File: src/rtl/regfile_burst_ctrl.sv
// Burst initiator for the 32x32 register file: one command becomes a run of
// consecutive register writes (from a data stream) or reads (onto a data stream).
module regfile_burst_ctrl #(
  parameter int AW = 5,
  parameter int DW = 32
) (
  input  logic          Clk,
  input  logic          Rst,
  input  logic          CmdValid,
  output logic          CmdReady,
  input  logic          CmdWrite,
  input  logic [AW-1:0] CmdBase,
  input  logic [AW-1:0] CmdLen,
  input  logic          WdValid,
  output logic          WdReady,
  input  logic [DW-1:0] Wdata,
  output logic          RdValid,
  input  logic          RdReady,
  output logic [DW-1:0] Rdata,
  output logic          RdLast,
  output logic          Busy,
  output logic          Done,
  output logic [AW-1:0] RfArd,
  input  logic [DW-1:0] RfDout,
  output logic [AW-1:0] RfAwr,
  output logic [DW-1:0] RfDin,
  output logic          RfWrEn,
  output logic [1:0]    DbgState
);

  localparam logic [1:0] IDLE  = 2'd0;
  localparam logic [1:0] WRITE = 2'd1;
  localparam logic [1:0] READ  = 2'd2;
  localparam logic [1:0] DRAIN = 2'd3;

  logic [1:0]    state;
  logic [AW-1:0] ptr;
  logic [AW-1:0] remain;

  // Handshakes: a beat transfers on the edge where valid & ready are both high;
  // a producer holding valid keeps its payload stable until that edge.
  assign CmdReady = (state == IDLE);
  assign Busy     = (state != IDLE);
  assign WdReady  = (state == WRITE);
  assign RfWrEn   = (state == WRITE) && WdValid;
  assign RfAwr    = ptr;
  assign RfDin    = Wdata;
  assign RfArd    = ptr;
  assign DbgState = state;

  always_ff @(posedge Clk or posedge Rst) begin
    if (Rst) begin
      state   <= IDLE;
      ptr     <= '0;
      remain  <= '0;
      RdValid <= 1'b0;
      Rdata   <= '0;
      RdLast  <= 1'b0;
      Done    <= 1'b0;
    end else begin
      Done <= 1'b0;
      case (state)
        IDLE: begin
          if (CmdValid) begin
            ptr    <= CmdBase;
            remain <= CmdLen;
            state  <= CmdWrite ? WRITE : READ;
          end
        end
        WRITE: begin
          if (WdValid) begin
            ptr    <= ptr + 1'b1;
            remain <= remain - 1'b1;
            if (remain == '0) begin
              state <= IDLE;
              Done  <= 1'b1;
            end
          end
        end
        READ: begin
          // Single output register: refill whenever it is empty or being drained.
          if (!RdValid || RdReady) begin
            Rdata   <= RfDout;
            RdValid <= 1'b1;
            RdLast  <= (remain == '0);
            ptr     <= ptr + 1'b1;
            remain  <= remain - 1'b1;
            if (remain == '0) state <= DRAIN;
          end
        end
        DRAIN: begin
          if (RdValid && RdReady && RdLast) begin
            RdValid <= 1'b0;
            RdLast  <= 1'b0;
            state   <= IDLE;
            Done    <= 1'b1;
          end
        end
        default: state <= IDLE;
      endcase
    end
  end

endmodule

File: config.mk
export PLATFORM = sky130hd
export DESIGN_NAME = regfile_burst_ctrl
export DESIGN_NICKNAME = d
export VERILOG_FILES = /design/src/rtl/regfile_burst_ctrl.sv
export SDC_FILE = /design/constraint.sdc
export NUM_CORES = 1
export LEC_CHECK = 0
export CAP_MARGIN = 20
export CELL_PAD_IN_SITES_DETAIL_PLACEMENT = 0
export CELL_PAD_IN_SITES_GLOBAL_PLACEMENT = 2
export CORE_ASPECT_RATIO = 0.75
export CORE_UTILIZATION = 20
export DETAILED_ROUTE_END_ITERATION = 10
export GPL_TIMING_DRIVEN = 0
export PLACE_DENSITY_LB_ADDON = 0.1
export RECOVER_POWER = 25
export SYNTH_ARGS = -nofsm -noshare
export SYNTH_HDL_FRONTEND = slang
export SYNTH_SLANG_ARGS = --single-unit
File: constraint.sdc
create_clock -name Clk -period 2.5 [get_ports Clk]
set_clock_uncertainty 0.15 [all_clocks]
set_input_delay 0.375 -clock Clk [delete_from_list [all_inputs] [get_ports Clk]]
set_output_delay 0.375 -clock Clk [all_outputs]
set_load 0.05 [all_outputs]
==> results.yml, run 1 <==
worst_setup_path:
  path_depth: 3
  end_kind: "output pin"
  path_cells: "inv_1 > ha_1 > clkdlybuf4s50_1"
  criticalPathCategory: "flop to output pin"
  path_delay_family: "buffers and inverters"
  cp.buffers_inverters: 2
  crit_path_max_incr_delay_ns: 0.81
  critPathSlowestCell: "clkdlybuf4s50_1"
  r2r_cells: 7
  arrival_ns: 1.87
  crit_fanout: 6
  critical_path_required_ns: 1.98
  startpoint_type: "flop"
clock_tree:
  cts_buffers: 5
  cts-root-buf: "clkbuf_16"
  cts_buffer_depth: 2
  cts_hold_buf: 0
  htree_levels: 2
  cts_tree: "yes"
  cts.sinks: 47
  clk_pin_slew_worst_paths_ns: 0.07
  clk_latency_ns: 0.29
detailed_routing:
  drc_errors: 0
  firstDrtPassIters: 4
  drt_iter0_markers: 42
  final_antenna_net_count: 0
  totalWireLength_um: 6500
  via_count: 2004
  via_per_inst: 3.87
  wl_per_cell_um: 12.6
grt:
  grt_pass1_wl_um: 10200
  grt_pass1_vias: 2014
  grt_overflow_total: 0
  track_usage_pct: 10.6
  antenna_found_initial: 0
  grt_max_degree: 25
cells_and_area:
  num-nets-final: 443
  layout-drive-gt1-share_pct: 25.0
  nFillCells: 1219
  final_cell_mix: "126 x clkdlybuf4s50_1, 46 x dfrtp_1, 37 x buf_4, 33 x mux2_2, 15 x a21oi_1"
  final_area_um2: 4110
  layout_commonest_cell: "clkdlybuf4s50_1"
  areaGrowthSynthToFinish_pct: 68.8
  diodes: 0
  fin_cells: 518
timing:
  setup_viol: 0
  hold_viol: 0
  worst_slew_pin_slew_ns: 0.984
  finalCritPeriodShare_pct: 95.9
  period_needed_ns: 2.40
  max_freq_mhz: 417
  slew_headroom_pct: 34.3
  slew_viol_final: 0
  rsz0062_at_grt: "false"
  timing.hold.ws_ns: 0.352
hold_path:
  whs_path_depth: 1
  hold_class: "flop to flop"
placement:
  place_area_um2: 3960
  placed_cells: 510
  io_buffers: 130
  gp_congestion: 0.663
  hpwlAfterDp_um: 4960
run:
  cap_violations: 0
floorplanning:
  rows: 34
  die_area_um2: 12600
  start_util_pct: 20.7
  io_pins: 163
  core_area_um2: 11700
  die_x_um: 129
  die_y_um: 97.5
yosys:
  synth_nets: 305
  seq_area_frac_synth_pct: 48.4
  ys_seq_elements: 47
  yosysUniqueCellTypes: 31
  syn_area_per_cell_um2: 11.2
  syn_inst: 217
  ys_warn_count: 0
  syn-cell-area_um2: 2430
pwr:
  power_per_cell_area_nw_per_um2: 1430
  peakVddDrop_uv: 670
  p_total_uw: 5860
  p_leak_uw: 0.00178
run_status:
  outcome: "complete, no violations"
==> where the power goes <==
group / switching (uW) / internal, uW
registers: 246 / 1140
logic: 2330 / 1420
clock network: 301 / 426
total: 2880 / 2980
==> stage by stage <==
stage	worst slack [ns]	TNS (ns)	utilization, %
2_1_floorplan	0.00316	0	-
3_3_place_gp	-0.530	-17.09	33.5
3_5_place_dp	0.172	0	33.7
4_1_cts	0.0174	0	35.1
5_1_grt	0.0132	0	35.0
6_report	0.103	0	35.0
==> worst register-to-register path: stages (launching register included) <==
cell,delay [ns]
dfrtp_1,0.44
inv_1,0.11
ha_1,0.30
and3b_1,0.26
nor4_4,0.30
buf_6,0.19
o21ai_2,0.06
a22o_1,0.22
==> repair_timing <==
| action | in CTS | in global routing |
|---|---|---|
| setup buffers | 0 | 0 |
| setup endpoints to repair | 1 | 2 |
| pin swaps | 0 | 0 |
| resized for setup | 1 | 2 |
==> state kept, by name, indices dropped and copies added, names as in the netlist <==
| name | count |
|---|---|
| remain | 5 |
| Rdata | 32 |
| Done | 1 |
| RdLast | 1 |
| RfArd | 5 |
| DbgState | 2 |
| RdValid | 1 |
==> metal layers <==
| layer | part of all wire, % | vias to the layer above | GRT usage [%] |
|---|---|---|---|
| met5 | 0 | - | 0 |
| met4 | 0.78 | 0 | 2.99 |
| met3 | 7.4 | 4 | 2.53 |
| met2 | 48 | 90 | 18.2 |
| met1 | 44 | 937 | 12.9 |
| li1 | - | 973 | - |
==> path summary, 6_finish.rpt <==
| kind | startpoint | endpoint | slack [ns] |
|---|---|---|---|
| max | DbgState[0] | CmdReady | 0.10 |
| min | Rdata[10] | Rdata[10] | 0.35 |
| max reg2reg | DbgState[0] | RfArd[0] | 0.34 |
| min reg2reg | Rdata[10] | Rdata[10] | 0.35 |
| max in group asynchronous | Rst | Rdata[8] | 0.44 |
| min in group asynchronous | Rst | Rdata[17] | 0.61 |
==> cell families after synthesis <==
| kind of cell | count (synthesis) | synth area share (%) |
|---|---|---|
| flip-flops | 47 | 48.4 |
| AO/OA/AOI/OAI | 31 | 7.56 |
| AND/OR/NAND/NOR | 40 | 8.39 |
| buffers and inverters | 54 | 14.6 |
| adder cells (fa/ha/maj) | 8 | 4.12 |
| multiplexers | 37 | 17.0 |
==> synthesized netlist by cell type, drive strengths merged <==
master / count / area, um^2
inv: 10 / 37.5
o2111ai: 1 / 8.76
nand2: 13 / 48.8
and3b: 1 / 8.76
mux2: 34 / 383
clkbuf: 1 / 3.75
dfrtp: 47 / 1180
nor2b: 2 / 12.5
buf: 43 / 314
a21oi: 15 / 75.1
and2: 1 / 6.26
nor3: 1 / 5.00
o21ai: 9 / 48.8
nand3: 6 / 30.0
o31ai: 1 / 7.51
a22o: 1 / 8.76
nand4: 1 / 6.26
a2111oi: 1 / 15.0
nor4: 1 / 21.3
nor2: 10 / 37.5
ha: 8 / 100
o22ai: 2 / 12.5
nand2b: 3 / 18.8
or3b: 1 / 8.76
mux2i: 3 / 30.0
o211ai: 1 / 7.51
==> final cells by class <==
type	count	area (um^2)	share of cell area [%]
timing repair buffer	131	1310	31.9
inverter	10	37.5	0.914
sequential	47	1180	28.7
multi-input combinational	116	901	21.9
clock buffer	7	153	3.72
clock inverter	1	7.51	0.183
tap	162	203	4.94
buffer	44	318	7.74
Note: power is estimated with default switching activity, not from simulation.
==> inputs of run 2 (changes only) <==
- CTS_CLUSTER_SIZE: not set -> 10
==> results of run 2 <==
The final DEF is identical to that of run 1; final timing and power are the same.
